<file path="config.mk">
export PLATFORM = sky130hd
export DESIGN_NAME = load_store_buffer
export DESIGN_NICKNAME = d
export VERILOG_FILES = /design/src/rtl/load_store_buffer.sv
export SDC_FILE = /design/constraint.sdc
export NUM_CORES = 1
export LEC_CHECK = 0
export CAP_MARGIN = 20
export CORE_MARGIN = 5
export CORE_UTILIZATION = 65
export CTS_BUF_LIST = sky130_fd_sc_hd__clkbuf_8
export DETAILED_ROUTE_END_ITERATION = 10
export PLACE_DENSITY_LB_ADDON = 0.1
export RECOVER_POWER = 50
export SYNTH_ARGS = -nofsm -noshare
export SYNTH_HDL_FRONTEND = slang
export SYNTH_SLANG_ARGS = --single-unit
</file>
<file path="constraint.sdc">
create_clock -name clk -period 9.2 [get_ports clk]
set_clock_uncertainty 0.15 [all_clocks]
set_input_delay 1.84 -clock clk [delete_from_list [all_inputs] [get_ports clk]]
set_output_delay 1.84 -clock clk [all_outputs]
set_load 0.03 [all_outputs]
</file>
<file path="src/rtl/load_store_buffer.sv">
// In-order load/store queue: computes effective addresses, issues one memory
// request at a time, broadcasts load results and holds stores until committed.
module load_store_buffer #(
    parameter int unsigned DEPTH  = 8,
    parameter int unsigned ADDR_W = 3
) (
    input  logic        clk,
    input  logic        rst,
    input  logic        rdy,
    input  logic        ls_mission,
    input  logic [3:0]  ls_ins_rnm,
    input  logic [5:0]  ls_op_type,
    input  logic [31:0] ls_addr_offset,
    input  logic [31:0] ls_ins_rs1,
    input  logic [31:0] store_ins_rs2,
    input  logic        store_commit_flag,
    input  logic [3:0]  store_commit_rnm,
    input  logic        rs_flush,
    output logic        lsb_full,
    output logic        mem_req,
    output logic        mem_we,
    output logic [31:0] mem_addr,
    output logic [1:0]  mem_width,
    output logic [31:0] mem_wdata,
    input  logic        mem_done,
    input  logic [31:0] mem_rdata,
    output logic        lsb_result_flag,
    output logic [3:0]  lsb_result_rnm,
    output logic [31:0] lsb_result_value
);

    localparam int unsigned CNT_W = ADDR_W + 1;

    localparam logic [5:0] OP_LB  = 6'd11;
    localparam logic [5:0] OP_LH  = 6'd12;
    localparam logic [5:0] OP_LW  = 6'd13;
    localparam logic [5:0] OP_LBU = 6'd14;
    localparam logic [5:0] OP_LHU = 6'd15;
    localparam logic [5:0] OP_SB  = 6'd16;
    localparam logic [5:0] OP_SH  = 6'd17;
    localparam logic [5:0] OP_SW  = 6'd18;

    typedef enum logic [1:0] {
        S_IDLE  = 2'd0,
        S_WAIT  = 2'd1,
        S_DRAIN = 2'd2
    } state_t;

    state_t            r_state;
    logic [ADDR_W-1:0] r_head;
    logic [ADDR_W-1:0] r_tail;
    logic [CNT_W-1:0]  r_count;
    logic [DEPTH-1:0]  r_vld;
    logic [DEPTH-1:0]  r_cmt;
    logic [DEPTH-1:0]  r_st;
    logic [5:0]        r_op   [DEPTH];
    logic [3:0]        r_rnm  [DEPTH];
    logic [31:0]       r_addr [DEPTH];
    logic [31:0]       r_data [DEPTH];

    logic              w_push;
    logic              w_pop;
    logic              w_issue;
    logic              w_head_st;
    logic [5:0]        w_head_op;
    logic [DEPTH-1:0]  w_cmt_next;
    logic [DEPTH-1:0]  w_keep;
    logic [CNT_W-1:0]  w_ncommit;
    logic [1:0]        w_head_width;
    logic [31:0]       w_ext;
    logic              w_in_store;

    assign lsb_full  = (r_count >= CNT_W'(DEPTH - 1));
    assign w_head_st = r_st[r_head];
    assign w_head_op = r_op[r_head];
    assign w_in_store = (ls_op_type == OP_SB) || (ls_op_type == OP_SH) || (ls_op_type == OP_SW);

    // A flushed load still in flight is discarded, so only a completing store pops then.
    assign w_push  = ls_mission && !rs_flush && (r_count != CNT_W'(DEPTH));
    assign w_pop   = (r_state == S_WAIT) && mem_done && (w_head_st || !rs_flush);
    assign w_issue = (r_state == S_IDLE) && (r_count != '0)
                     && (w_head_st ? r_cmt[r_head] : !rs_flush);

    // Commit matching and the committed-prefix length that survives a flush
    always_comb begin
        w_cmt_next = r_cmt;
        w_ncommit  = '0;
        for (int i = 0; i < DEPTH; i++) begin
            if (store_commit_flag && r_vld[i] && r_st[i] && (r_rnm[i] == store_commit_rnm)) begin
                w_cmt_next[i] = 1'b1;
            end
        end
        w_keep = r_vld & w_cmt_next;
        for (int i = 0; i < DEPTH; i++) begin
            w_ncommit = w_ncommit + CNT_W'(w_keep[i]);
        end
    end

    always_comb begin
        w_head_width = 2'd2;
        case (w_head_op)
            OP_LB, OP_LBU, OP_SB: w_head_width = 2'd0;
            OP_LH, OP_LHU, OP_SH: w_head_width = 2'd1;
            default:              w_head_width = 2'd2;
        endcase
    end

    always_comb begin
        w_ext = mem_rdata;
        case (w_head_op)
            OP_LB:   w_ext = {{24{mem_rdata[7]}}, mem_rdata[7:0]};
            OP_LBU:  w_ext = {24'd0, mem_rdata[7:0]};
            OP_LH:   w_ext = {{16{mem_rdata[15]}}, mem_rdata[15:0]};
            OP_LHU:  w_ext = {16'd0, mem_rdata[15:0]};
            OP_LW:   w_ext = mem_rdata;
            default: w_ext = mem_rdata;
        endcase
    end

    // Queue pointers and per-entry status
    always_ff @(posedge clk or posedge rst) begin
        if (rst) begin
            r_head  <= '0;
            r_tail  <= '0;
            r_count <= '0;
            r_vld   <= '0;
            r_cmt   <= '0;
            r_st    <= '0;
        end else if (rdy) begin
            if (rs_flush) begin
                r_vld  <= w_keep;
                r_cmt  <= w_cmt_next & w_keep;
                r_tail <= r_head + ADDR_W'(w_ncommit);
                if (w_pop) begin
                    r_head         <= r_head + ADDR_W'(1);
                    r_count        <= w_ncommit - CNT_W'(1);
                    r_vld[r_head]  <= 1'b0;
                    r_cmt[r_head]  <= 1'b0;
                end else begin
                    r_count <= w_ncommit;
                end
            end else begin
                r_cmt <= w_cmt_next;
                if (w_pop) begin
                    r_head        <= r_head + ADDR_W'(1);
                    r_vld[r_head] <= 1'b0;
                    r_cmt[r_head] <= 1'b0;
                end
                if (w_push) begin
                    r_tail        <= r_tail + ADDR_W'(1);
                    r_vld[r_tail] <= 1'b1;
                    r_cmt[r_tail] <= 1'b0;
                    r_st[r_tail]  <= w_in_store;
                end
                r_count <= r_count + CNT_W'(w_push) - CNT_W'(w_pop);
            end
        end
    end

    // Entry payload; validity is tracked separately so no reset is needed here
    always_ff @(posedge clk) begin
        if (rdy && w_push) begin
            r_op[r_tail]   <= ls_op_type;
            r_rnm[r_tail]  <= ls_ins_rnm;
            r_addr[r_tail] <= ls_ins_rs1 + ls_addr_offset;
            r_data[r_tail] <= store_ins_rs2;
        end
    end

    // Memory request FSM and CDB outputs
    always_ff @(posedge clk or posedge rst) begin
        if (rst) begin
            r_state          <= S_IDLE;
            mem_req          <= 1'b0;
            mem_we           <= 1'b0;
            mem_addr         <= '0;
            mem_width        <= '0;
            mem_wdata        <= '0;
            lsb_result_flag  <= 1'b0;
            lsb_result_rnm   <= '0;
            lsb_result_value <= '0;
        end else if (rdy) begin
            lsb_result_flag <= 1'b0;
            case (r_state)
                S_IDLE: begin
                    if (w_issue) begin
                        mem_req   <= 1'b1;
                        mem_we    <= w_head_st;
                        mem_addr  <= r_addr[r_head];
                        mem_width <= w_head_width;
                        mem_wdata <= r_data[r_head];
                        r_state   <= S_WAIT;
                    end
                end
                S_WAIT: begin
                    if (mem_done) begin
                        mem_req <= 1'b0;
                        r_state <= S_IDLE;
                        if (!w_head_st && !rs_flush) begin
                            lsb_result_flag  <= 1'b1;
                            lsb_result_rnm   <= r_rnm[r_head];
                            lsb_result_value <= w_ext;
                        end
                    end else if (rs_flush && !w_head_st) begin
                        r_state <= S_DRAIN;
                    end
                end
                S_DRAIN: begin
                    if (mem_done) begin
                        mem_req <= 1'b0;
                        r_state <= S_IDLE;
                    end
                end
                default: r_state <= S_IDLE;
            endcase
        end
    end

endmodule

</file>
# Word level (Yosys, flattened, before mapping)
# Memories as Yosys holds them, arrays and structs flattened. A register that Yosys moved wholly into a read port is not among the register bits.
# Cells that the tools add are included.
dict set report word_totals {
  reg_bits 73
  mem_bits_rw 592
  elab_cells 173
  memories 4
}
# name depth word_bits read_ports rd_clocked_by_memory_dff write_ports line_no
set memory_table {}
lappend memory_table {r_addr 8 32 1 1 1 58} ;# logic [31:0] r_addr [DEPTH];
lappend memory_table {r_data 8 32 1 1 1 59} ;# logic [31:0] r_data [DEPTH];
lappend memory_table {r_op 8 6 1 0 1 56} ;# logic [5:0] r_op [DEPTH];
lappend memory_table {r_rnm 8 4 9 1 1 57} ;# logic [3:0] r_rnm [DEPTH];
dict set report op_classes {
  add_sub_neg 14
  order_cmp 5
  n_eq_ne 24
  mux 49
  bitwise 11
  n_reduce_logical 54
}
# operator count
set op_table {}
lappend op_table {{$pmux 32 s4} 1}
lappend op_table {{$mux 8} 12}
lappend op_table {{$and 8x8->8} 7}
lappend op_table {{$logic_and 1x1->1} 35}
lappend op_table {{$add 32x32->32} 1}
lappend op_table {{$eq 4x4->1} 8}
lappend op_table {{$eq 6x5->1 const B} 5}
lappend op_table {{$eq 6x4->1 const B} 4}
lappend op_table {{$add 4x1->4} 5}
lappend op_table {{$mux 1} 20}
lappend op_table {{$not 8->8} 2}
lappend op_table {{$reduce_and 4->1} 3}
lappend op_table {{$bwmux 8} 1}
lappend op_table {{$lt 3x4->1 const B} 2}
lappend op_table {{$mux 2} 4}
lappend op_table {{$mux 4} 2}
lappend op_table {{$or 8x8->8} 1}
lappend op_table {{$add 3x1->3 const B} 2}
lappend op_table {{$bmux 1 s3} 2}
lappend op_table {{$demux 1 s3} 2}
lappend op_table {{$ge 3x1->1 const B} 2}
lappend op_table {{$mux 3} 2}
lappend op_table {{$pmux 2 s3} 1}
lappend op_table {{$reduce_and 3->1} 2}
lappend op_table {{other kinds (24)} 31}

# Depth between registers and ports, before layout
dict set report depth {
  word_depth 15
  mapped_depth 18
  mapped_depth_nobuf 15
}

# Least setup slack after synthesis
# OpenSTA, ideal clock, no wires.
dict set report synth_timing {
  path_type {input port to flip-flop}
  start {input port ls_mission}
  end {register r_st[6]}
  arrival_ns 6.387
  required_ns 8.970
  path_slack_ns 2.582
  path_stages 5
  path_buffers 0
  path_cell_list {a21boi_0 -> nand2_1 -> or3_1 -> nor2_1 -> mux2_2}
}
dict set report synth_between {
  elab_chain_len 3
}
# element line_no
set synth_lines {}
lappend synth_lines {{start: declaration} 10} ;# input logic ls_mission,
lappend synth_lines {{$logic_and 1x1->1 (2 in a row)} 79} ;# assign w_push = ls_mission && !rs_flush && (r_count != CNT_W'(DEPTH));
lappend synth_lines {{$reduce_and 3->1 (no source line)} --}
lappend synth_lines {{end signal: indexed assignment} 153} ;# r_st[r_tail] <= w_in_store;
lappend synth_lines {{end: declaration} 55} ;# logic [DEPTH-1:0] r_st;
# Every way passes these cells.
# A chain may end at the register's enable or synchronous reset.

# Worst setup path after layout
dict set report layout_timing {
  start {input port store_commit_rnm[2]}
  end {register r_tail[2]}
}
dict set report layout_between {
  elab_chain_len 13
  elab_cells_between_ends 34
  cone_classes {8 x add/sub; 8 x eq/ne; 9 x mux; 1 x bitwise; 8 x reduce/logical}
}
# element line_no
set layout_lines {}
lappend layout_lines {{start: declaration} 17} ;# input logic [3:0] store_commit_rnm,
lappend layout_lines {{$eq 4x4->1} 89} ;# if (store_commit_flag && r_vld[i] && r_st[i] && (r_rnm[i] == store_commit_rnm)) begin
lappend layout_lines {{$logic_and 1x1->1} 89}
lappend layout_lines {{$mux 1} 89}
lappend layout_lines {{$and 8x8->8 (*)} 93} ;# w_keep = r_vld & w_cmt_next;
lappend layout_lines {{$add 1x1->2} 95} ;# w_ncommit = w_ncommit + CNT_W'(w_keep[i]);
lappend layout_lines {{$add 2x1->3} 95}
lappend layout_lines {{$add 3x1->4} 95}
lappend layout_lines {{$add 4x1->4 (3 in a row)} 95}
lappend layout_lines {{$add 4x1->4 (*)} 95}
lappend layout_lines {{$add 3x3->3 (*)} 133} ;# r_tail <= r_head + ADDR_W'(w_ncommit);
lappend layout_lines {{$mux 3 (*)} 130} ;# if (rs_flush) begin
lappend layout_lines {{end signal: assignment} 133}
lappend layout_lines {{end signal: assignment} 150} ;# r_tail <= r_tail + ADDR_W'(1);
lappend layout_lines {{end: declaration} 51} ;# logic [ADDR_W-1:0] r_tail;
# Mark *: on every way between the ends. The rest lies on a longest branch, timed or not.

==> summary.md <==
| Metric | Value |
|---|---|
| Fraction of layout cells with a size suffix above 1 | `10.1%` |
| Cell-internal power | `6370 uW` |
| Mean post-synth cell area | `15.0 sq um` |
| Rows | `78` |
| Core Footprint | `0.0454 sq mm` |
| Compound-Gate Fraction of Synth Area | `13.4%` |
| Max cap viols | `7` |
| Total leakage power | `0.0124 uW` |
| Xor/xnor share of the synthesized area | `2.03%` |
| Buf/Inv on CP | `2` |
| Most used cell, CP | `fa_1` |
| Crit path launch type | `primary input` |
| Fillers | `2,750` |
| Status | `finished with violations` |
| Die height | `224 microns` |
| Final ANT Viol Nets | `0` |
| Global-route wire length before repair | `114,000 microns` |
| Post-Route WL | `74,700 microns` |
| Synthesized cell area | `0.0298 sq mm` |
| Yosys reg bits | `733` |
| Cells along the critical path | `clkdlybuf4s50_1 -> xnor2_1 -> nand4_1 -> nor4_1 -> o21ai_0 -> fa_1 -> fa_1 -> fa_1 -> inv_1 -> ha_1 -> fa_1 -> fa_1 -> xnor2_1 -> xnor2_1 -> nor3_1 -> a221oi_1` |
| Pwr Total | `9750 uW` |
| Synthesized-area fraction occupied by adder cells | `2.49%` |
| Final HPWL DP | `43,800 microns` |
| Chip Width | `224 microns` |
| Fin crit period | `6.31 ns` |
| CTS tree | `yes` |
| Setup Crit Path Kind | `primary input to flop` |
| Slowest CP cell | `clkdlybuf4s50_1` |
| Avg WL per Cell | `25.2 microns` |
| Post-synth top area share | `59.7%` |
| Main synth FF type | `edfxtp_1` |
| Synth Area in Simple Gates | `5.66%` |
| Via density | `6.45` |
| Clock-pin transition on the worst setup and hold timing paths | `0.07 ns` |
| Max Fclk | `158 MHz` |
| Tightest Pin Transition | `4.24 ns` |
| Vias in the first global route | `19,600` |
| Total nets after synthesis | `2,186` |
| Ys async rst share | `19.2%` |
| Starting DRT DRC Count | `1,764` |
| Yosys top cell by area | `edfxtp_1` |
| Main combinational cell family by area after synthesis | `compound AO/OA/AOI/OAI gates` |
| Combinational Power Share | `30.7%` |
| Final hold vios | `0` |
| Starting Density | `65.6%` |
| Sw power | `3380 uW` |
| Port bufs | `254` |
| Fin Setup TNS | `0 ns` |
| Warnings, synthesis | `0` |
| Post-CTS resize count | `0` |
| Post-CTS setup buffers | `0` |
| Worst VDD drop | `0.170 mV` |
| I/O pin count | `255` |
| Layout area overhead | `17.5%` |
| Largest net degree at the start of global routing | `75` |
| Fin crit share | `68.6%` |
| Pins Over Slew Limit | `289` |
| Most common cell after layout, fill and taps aside | `edfxtp_1` |
| Crit. End Element | `flop` |
| Pre-antenna DRT Iters | `5` |
| Post-synth EDFFs | `592` |
| H-tree depth | `3` |
| Failing checks | `capacitance limit, slew limit` |
| CP startpoint | `store_commit_rnm[2]` |
| Synthesized instance count | `1,982` |
| DRC | `0` |
| Fin worst setup slack | `2.89 ns` |
| Most frequent cells in the layout | `edfxtp_1 (592), dlygate4sd3_1 (152), nor2_1 (143), dfrtp_1 (140), a221oi_1 (130)` |
| CTS Sinks | `733` |
| Clock share of power | `25.5%` |
| Clock network latency to the later pin of the worst-skew pair | `0.71 ns` |
| All-Layer GR Usage | `29.6%` |
| Unrepaired setup endpoints after global routing | `false` |
| Crit-path leading delay family | `adder cells` |
| Crit path largest cell delay | `0.78 ns` |
| PD cells | `279 mW/mm^2` |
| Die area | `0.0502 sq mm` |
| Sequential share of the synthesized area | `71.6%` |
| GRT overflow | `0` |
| # nets final | `2,472` |
| Post-CTS Hold Buffers | `0` |
| Reg-to-Reg Start | `r_head[1]$_DFFE_PP0P_` |
| Register share of total power | `43.8%` |
| CTS Buf Count | `109` |
| Synth top area cells | `edfxtp_1 (60%), dfrtp_1 (12%), a221oi_1 (3.8%)` |
| Pre-CTS WS | `2.17 ns` |
| Worst EP required | `9.65 ns` |
| Worst-path maximum fanout | `8` |
| Setup Viol. Count Final | `0` |
| Root buffer cell | `clkbuf_8` |
| Initial antenna violation count | `5` |
| Multiplexer share of the synthesized area | `2.61%` |
| Via count | `19,100` |
| Hold Path Class | `flop to flop` |
| Worst hold start | `lsb_result_flag$_DFFE_PP0P_` |
| Sw Ratio | `34.6%` |
| Clk buf depth | `3` |
| Number of distinct library cells after synthesis | `72` |
| Slew headroom | `-184%` |
| Gpl congestion | `0.917` |
| WP data arrival | `6.76 ns` |
-- per-stage QoR --
step	utilization, %	area [sq um]	cells	hold WS [ns]
5_1_grt	77.1	35000	2967	0.353
6_report	77.1	35000	2969	0.330
3_3_place_gp	72.6	33000	2757	0.316
3_5_place_dp	72.6	33000	2757	0.324
2_1_floorplan	-	29800	1982	0.322
4_1_cts	77.2	35100	2965	0.338
-- cell usage after synthesis, types with 17 or more instances --
master,n
a21o_1,22
a21oi_1,74
a221oi_1,130
a22o_1,114
a31oi_1,70
buf_2,27
clkbuf_1,74
dfrtp_1,141
edfxtp_1,592
ha_1,48
inv_1,47
mux2_2,31
mux2i_1,27
nand2_1,89
nand3_1,31
nand4_1,17
nor2_1,151
o21ai_0,47
xnor2_1,39
xor2_1,30
-- registers in the layout, indices dropped and copies added (netlist names), 32 cells and up --
| name | count |
|---|---|
| lsb_result_value | 32 |
| mem_addr | 32 |
| mem_wdata | 32 |
| r_addr | 256 |
| r_data | 256 |
| r_op | 48 |
| r_rnm | 32 |
-- power groups by stage --
stage	combinational, uW	sequential, uW	clock [uW]
global placement	3030	4330	0
floorplan	1520	4670	0
detailed placement	3090	4340	0
global route	3200	4300	2680
CTS	3100	4280	2510
finish	3000	4270	2490
-- cell type report --
| class | instances | area (sq um) | share of cell area [%] |
|---|---|---|---|
| Antenna cell | 4 | 10.0 | 0.0286 |
| Clock buffer | 125 | 1720 | 4.92 |
| Clock inverter | 83 | 379 | 1.08 |
| Inverter | 47 | 188 | 0.537 |
| Multi-Input combinational cell | 1090 | 7840 | 22.4 |
| Sequential cell | 733 | 21300 | 60.9 |
| Tap cell | 600 | 751 | 2.15 |
| Timing Repair Buffer | 287 | 2780 | 7.94 |
-- cells by family after synthesis --
kind of cell / Yosys count
multiplexers: 65
AO/OA/AOI/OAI: 533
adder cells (fa/ha/maj): 55
AND/OR/NAND/NOR: 368
XOR/XNOR: 69
buffers and inverters: 159
flip-flops: 733
-- worst paths after layout --
kind,endpoint,slack [ns],cells after the start
max,r_tail[2]$_DFFE_PP0P_,2.89,16
min,lsb_result_flag$_DFFE_PP0P_,0.33,1
max reg2reg,r_state[1]$_DFFE_PP0P_,3.39,8
min reg2reg,lsb_result_flag$_DFFE_PP0P_,0.33,1
max in group asynchronous,mem_wdata[2]$_DFFE_PP0P_,3.01,3
min in group asynchronous,mem_wdata[23]$_DFFE_PP0P_,2.70,2
-- per-layer routing --
metal / track usage, % / up-vias / share of wire (%)
li1: - / 8436 / -
met1: 39.6 / 9592 / 39
met2: 49.3 / 948 / 50
met3: 5.67 / 160 / 8.7
met4: 10.6 / 4 / 2.9
met5: 0 / - / 0.024
(Power assumes the default switching activity.)
